--- src/rtl/mul16_seq_defs.vh ---
// Shared state encodings and default operand width for the mul16_seq block.
`ifndef MUL16_SEQ_DEFS_VH
`define MUL16_SEQ_DEFS_VH
localparam logic [1:0] ST_IDLE = 2'd0;
localparam logic [1:0] ST_RUN  = 2'd1;
localparam logic [1:0] ST_DONE = 2'd2;
localparam int MUL16_SEQ_WIDTH_DEF = 16;
`endif

--- src/rtl/mul16_seq_pkg.sv ---
// Types shared by the sequential multiplier: FSM state enum built on the shared encodings.
package mul16_seq_pkg;
`include "mul16_seq_defs.vh"

    typedef enum logic [1:0] {
        S_IDLE = ST_IDLE,
        S_RUN  = ST_RUN,
        S_DONE = ST_DONE
    } state_e;
endpackage

--- src/rtl/mul16_seq_if.sv ---
// Start/done handshake and operand/product bus between the core control unit and the multiplier.
interface mul16_seq_if #(
    parameter int WIDTH = mul16_seq_pkg::MUL16_SEQ_WIDTH_DEF
);
    logic               start;
    logic [WIDTH-1:0]   a;
    logic [WIDTH-1:0]   b;
    logic               busy;
    logic               done;
    logic [2*WIDTH-1:0] product;

    modport master (output start, a, b, input busy, done, product);
    modport slave  (input start, a, b, output busy, done, product);
endinterface

--- src/rtl/mul16_seq_dp.sv ---
// Shift-and-add datapath: multiplicand/multiplier shifters, gated adder, accumulator, product register.
// One partial-product step per step_i; load_i reloads operands, capture_i writes the final sum to product.
module mul16_seq_dp
    import mul16_seq_pkg::*;
#(
    parameter int WIDTH = MUL16_SEQ_WIDTH_DEF,
    localparam int CW   = $clog2(WIDTH)
) (
    input  logic               clk,
    input  logic               rst,
    input  logic               load_i,
    input  logic               step_i,
    input  logic               capture_i,
    input  logic [WIDTH-1:0]   a_i,
    input  logic [WIDTH-1:0]   b_i,
    output logic [2*WIDTH-1:0] product_o,
    output logic               mplier_zero_o,
    output logic               count_last_o
);
    logic [2*WIDTH-1:0] acc_q, acc_d, mcand_q, mcand_d, product_q, product_d;
    logic [WIDTH-1:0]   mplier_q, mplier_d;
    logic [CW-1:0]      count_q, count_d;
    logic [2*WIDTH-1:0] acc_sum;

    // Sum includes this step's partial product so capture sees the final value.
    assign acc_sum       = acc_q + (mcand_q & {2*WIDTH{mplier_q[0]}});
    assign mplier_zero_o = (mplier_q >> 1) == '0;
    assign count_last_o  = count_q == CW'(WIDTH - 1);
    assign product_o     = product_q;

    always_comb begin
        acc_d     = acc_q;
        mcand_d   = mcand_q;
        mplier_d  = mplier_q;
        count_d   = count_q;
        product_d = product_q;
        if (load_i) begin
            acc_d    = '0;
            mcand_d  = {{WIDTH{1'b0}}, a_i};
            mplier_d = b_i;
            count_d  = '0;
        end else if (step_i) begin
            acc_d    = acc_sum;
            mcand_d  = mcand_q << 1;
            mplier_d = mplier_q >> 1;
            count_d  = count_q + 1'b1;
        end
        if (capture_i) begin
            product_d = acc_sum;
        end
    end

    always_ff @(posedge clk or posedge rst) begin
        if (rst) begin
            acc_q     <= '0;
            mcand_q   <= '0;
            mplier_q  <= '0;
            count_q   <= '0;
            product_q <= '0;
        end else begin
            acc_q     <= acc_d;
            mcand_q   <= mcand_d;
            mplier_q  <= mplier_d;
            count_q   <= count_d;
            product_q <= product_d;
        end
    end
endmodule

--- src/rtl/mul16_seq.sv ---
// Sequential unsigned multiplier FSM (IDLE/RUN/DONE); WIDTH cycles start-to-done, start ignored while busy.
// Define MUL16_SEQ_EARLY_EXIT_EN to finish as soon as no multiplier bits remain.
module mul16_seq
    import mul16_seq_pkg::*;
#(
    parameter int WIDTH = MUL16_SEQ_WIDTH_DEF
) (
    input  logic      clk,
    input  logic      rst,
    mul16_seq_if.slave bus
);
`ifdef MUL16_SEQ_EARLY_EXIT_EN
    localparam logic EARLY_EXIT = 1'b1;
`else
    localparam logic EARLY_EXIT = 1'b0;
`endif

    state_e state_q, state_d;
    logic   load, step, capture, finish;
    logic   mplier_zero, count_last;

    mul16_seq_dp #(.WIDTH(WIDTH)) u_dp (
        .clk           (clk),
        .rst           (rst),
        .load_i        (load),
        .step_i        (step),
        .capture_i     (capture),
        .a_i           (bus.a),
        .b_i           (bus.b),
        .product_o     (bus.product),
        .mplier_zero_o (mplier_zero),
        .count_last_o  (count_last)
    );

    assign finish = count_last | (EARLY_EXIT & mplier_zero);

    always_ff @(posedge clk or posedge rst) begin
        if (rst) state_q <= S_IDLE;
        else     state_q <= state_d;
    end

    always_comb begin
        state_d = state_q;
        load    = 1'b0;
        step    = 1'b0;
        capture = 1'b0;
        case (state_q)
            S_IDLE: begin
                if (bus.start) begin
                    load    = 1'b1;
                    state_d = S_RUN;
                end
            end
            S_RUN: begin
                step = 1'b1;
                if (finish) begin
                    capture = 1'b1;
                    state_d = S_DONE;
                end
            end
            S_DONE: begin
                // A start seen here reloads directly, giving back-to-back operation.
                load    = bus.start;
                state_d = bus.start ? S_RUN : S_IDLE;
            end
            default: state_d = S_IDLE;
        endcase
    end

    assign bus.busy = (state_q == S_RUN);
    assign bus.done = (state_q == S_DONE);
endmodule

--- src/flat_wrapper.sv ---
// flat-port wrapper written by rule: the top's interface ports become plain ports
module mul16_seq_flat import mul16_seq_pkg::*;
#(
    parameter int WIDTH = MUL16_SEQ_WIDTH_DEF
)
  (clk, rst, bus_start, bus_a, bus_b, bus_busy, bus_done, bus_product);
  mul16_seq_if #(.WIDTH(WIDTH)) bus_i ();
  input  logic clk;
  input  logic rst;
  input wire logic [$bits(bus_i.start)-1:0] bus_start;
  input wire logic [$bits(bus_i.a)-1:0] bus_a;
  input wire logic [$bits(bus_i.b)-1:0] bus_b;
  output wire logic [$bits(bus_i.busy)-1:0] bus_busy;
  output wire logic [$bits(bus_i.done)-1:0] bus_done;
  output wire logic [$bits(bus_i.product)-1:0] bus_product;
  assign bus_i.start = bus_start;
  assign bus_i.a = bus_a;
  assign bus_i.b = bus_b;
  assign bus_busy = bus_i.busy;
  assign bus_done = bus_i.done;
  assign bus_product = bus_i.product;
  mul16_seq #(.WIDTH(WIDTH)) u_core (.clk(clk), .rst(rst), .bus(bus_i));
endmodule
--- config.mk ---
export PLATFORM = sky130hd
export DESIGN_NAME = mul16_seq_flat
export DESIGN_NICKNAME = d
export VERILOG_FILES = /design/src/rtl/mul16_seq_pkg.sv /design/src/rtl/mul16_seq_if.sv /design/src/rtl/mul16_seq_dp.sv /design/src/rtl/mul16_seq.sv /design/src/flat_wrapper.sv
export VERILOG_INCLUDE_DIRS = /design/src /design/src/rtl
export SDC_FILE = /design/constraint.sdc
export NUM_CORES = 1
export LEC_CHECK = 0
export ABC_CLOCK_PERIOD_IN_PS = 6500
export CAP_MARGIN = 20
export CORE_UTILIZATION = 60
export CTS_CLUSTER_SIZE = 30
export DETAILED_ROUTE_END_ITERATION = 8
export PLACE_DENSITY = 0.94
export SYNTH_ARGS = -nofsm -noshare
export SYNTH_HDL_FRONTEND = slang
export SYNTH_SLANG_ARGS = --single-unit
--- constraint.sdc ---
create_clock -name clk -period 6.5 [get_ports clk]
set_clock_uncertainty 0.1 [all_clocks]
set_input_delay 1.625 -clock clk [delete_from_list [all_inputs] [get_ports clk]]
set_output_delay 1.625 -clock clk [all_outputs]
set_load 0.02 [all_outputs]
==> results.json <==
{
  "status": "finished clean",
  "worstSetupPathType": "flop to flop",
  "ys_ff_latch": 118,
  "rows": 37,
  "power.switching_mw": 1.93,
  "rsz0062_at_grt": "no",
  "tritoncts": "done",
  "p_leak_nw": 3.64,
  "place_hpwl_um": 11600,
  "worstMarginPinSlew_ns": 0.874,
  "rrSetupSlack_ns": 2.70,
  "netlist_area_um2": 6510,
  "yosys_warnings": 0,
  "vias": 5841,
  "grt_pass1_vias": 5838,
  "reg2regPathDepth": 10,
  "crit_fanout": 33,
  "power_density_nw_per_um2": 565,
  "routed_wl_um": 18000,
  "cp-start-kind": "flop",
  "reg2reg_to": "u_core.u_dp.acc_q[28]",
  "final_cell_mix": "157 x nand2_1, 118 x dfrtp_1, 68 x clkdlybuf4s50_1",
  "antenna_found_initial": 0,
  "ioPinCount": 69,
  "period_needed_ns": 3.80,
  "p_sw_frac": 0.436,
  "min_from": "u_core.u_dp.product_o[18]",
  "async_reset_ff_frac": 1.00,
  "final_common_cell": "nand2_1",
  "dieArea_um2": 11300,
  "synth_ff_type": "dfrtp_1",
  "synth_nets": 790,
  "synth.largest_area_cell": "dfrtp_1",
  "cts_buffers": 17,
  "hold_violations": 0,
  "comb_power_share": 0.490,
  "totalNegativeSetupSlack_ns": 0,
  "core-area_um2": 10400,
  "internal-power_mw": 2.50,
  "drive_gt1_frac": 0.0684,
  "synth_seq_area_share": 0.454,
  "dr.pass1.iters": 6,
  "grt_max_degree": 73,
  "ant_nets": 0,
  "clock-sinks": 118,
  "grtUsageTotal": 0.342,
  "finalWorstSetupSlack_ns": 2.70,
  "reg2reg_from": "u_core.u_dp.mplier_q[0]",
  "relSlewSlack": 0.418,
  "clockBufferDepth": 2,
  "synth_edf_count": 0,
  "dp_cells": 893,
  "globalplace.congestion": 0.923,
  "clkPwrFrac": 0.210,
  "synth_area_leaders": "dfrtp_1 45%, nand2_1 9.1%, ha_1 6.2%, a22o_1 5.0%, o21ai_0 4.2%",
  "finalCritPeriodShare": 0.585,
  "crit_required_ns": 6.81,
  "stdcell_count": 926,
  "arrival_ns": 4.11,
  "syn_inst": 722,
  "end_kind": "flop",
  "cts_setup_buffers": 0,
  "wl_per_cell_um": 19.5,
  "timing.fmax_mhz": 263,
  "synth_top_area_frac": 0.454,
  "grt_pass1_wl_um": 29900,
  "min_to": "u_core.u_dp.product_o[18]",
  "drv_slew": 0,
  "ctsRootBufferMaster": "clkbuf_8",
  "port-buffer-count": 68,
  "insertion_delay_ns": 0.53,
  "syn_avg_cell_area_um2": 9.01,
  "ir_worst_vdd_mv": 0.349,
  "initial_core_util": 0.625,
  "ctsResizeCount": 0,
  "pwr-share-seq": 0.300,
  "setup_viol": 0,
  "path_clk_slew_ns": 0.06,
  "dr.first_iter.drc_count": 566,
  "ctsHoldBuffers": 0,
  "vias_per_cell": 6.31,
  "die_y_um": 106,
  "area_delta_synth_final_pct": 20.7,
  "drcViolationCount": 0,
  "n_antenna_cell": 0,
  "fp.dieW_um": 106,
  "whs_path_depth": 2,
  "dp_slack_ns": 2.64,
  "cap_violations": 0,
  "cts_max_level": 4,
  "layout.nets": 845,
  "grt-ovfl-total": 0,
  "min_path_type": "flop to flop",
  "synth_cell_type_count": 51
}
==> synthesized netlist by cell type, types with 11 or more instances <==
master	count
a21o_1	11
a21oi_1	37
a22o_1	37
a22oi_1	17
a31oi_1	19
and2_1	34
clkbuf_1	33
dfrtp_1	118
ha_1	32
nand2_1	157
nor2_1	41
o21ai_0	55
xnor2_1	15
xor2_1	16
==> metrics by stage <==
stage | power, mW | area [um^2] | hold WS (ns) | util
after global routing | 4.70 | 7850 | 0.400 | 0.754
final | 4.43 | 7850 | 0.370 | 0.754
after global placement | 3.32 | 7260 | 0.356 | 0.697
after detailed placement | 3.41 | 7260 | 0.362 | 0.697
after floorplan | 2.78 | 6510 | 0.346 | -
after CTS | 4.39 | 7840 | 0.377 | 0.753
==> power by group through the flow <==
stage                     Combinational [mW]  Clock (mW)  Sequential [mW]
after floorplan                         1.45           0             1.33
after global placement                  2.03           0             1.29
after detailed placement                2.10           0             1.31
after CTS                               2.14       0.932             1.32
after global routing                    2.38       0.968             1.36
final                                   2.17       0.933             1.33
==> flip-flops by register name, indices dropped and copies added, names as in the netlist <==
| name | cells |
|---|---|
| u_core.u_dp.acc_q | 32 |
| u_core.u_dp.mcand_q | 32 |
| u_core.u_dp.product_o | 32 |
| u_core.u_dp.mplier_q | 16 |
| u_core.u_dp.count_q | 4 |
| u_core.state_q | 2 |
==> cell families after synthesis <==
kind of cell / count (synthesis) / share of synthesized area
AND/OR/NAND/NOR: 283 / 0.196
adder cells (fa/ha/maj): 33 / 0.0646
XOR/XNOR: 31 / 0.0417
flip-flops: 118 / 0.454
AO/OA/AOI/OAI: 204 / 0.206
multiplexers: 5 / 0.00846
buffers and inverters: 48 / 0.0292
==> worst max-delay path: stages (launching register included) <==
cell and delay (ns):
dfrtp_1 0.91, and2_1 0.24, ha_1 0.20, fa_1 0.26, a21oi_1 0.15, o21a_1 0.28
o2111ai_1 0.21, or3b_1 0.48, o41a_1 0.49, xor2_1 0.29, o21ai_2 0.08
==> worst max-delay path by stage <==
stage / start / end / slack, ns / cells after the start
after floorplan: rst / u_core.state_q[0] / 1.65 / 1
final: u_core.u_dp.mplier_q[0] / u_core.u_dp.acc_q[28] / 2.70 / 10
after detailed placement: bus_start / u_core.u_dp.acc_q[17] / 2.64 / 6
after global placement: bus_start / u_core.u_dp.mplier_q[0] / 2.73 / 7
after CTS: u_core.u_dp.mplier_q[0] / u_core.u_dp.acc_q[28] / 2.78 / 10
after global routing: u_core.u_dp.mplier_q[0] / u_core.u_dp.acc_q[27] / 2.50 / 9
==> cell type report <==
class | count | area (um^2)
Sequential cell | 118 | 2950
Inverter | 8 | 32.5
Tap cell | 136 | 170
Clock buffer | 17 | 414
Timing Repair Buffer | 76 | 744
Fill cell | 704 | 2560
Clock inverter | 15 | 168
Multi-Input combinational cell | 556 | 3370
==> metal layers <==
layer	GRT usage	up-vias	wire, um
li1	-	2668	-
met1	0.464	2806	7620
met2	0.536	313	8360
met3	0.0828	54	1520
met4	0.125	0	508
met5	0	-	0
No activity file was read; power rests on OpenSTA's default activity.
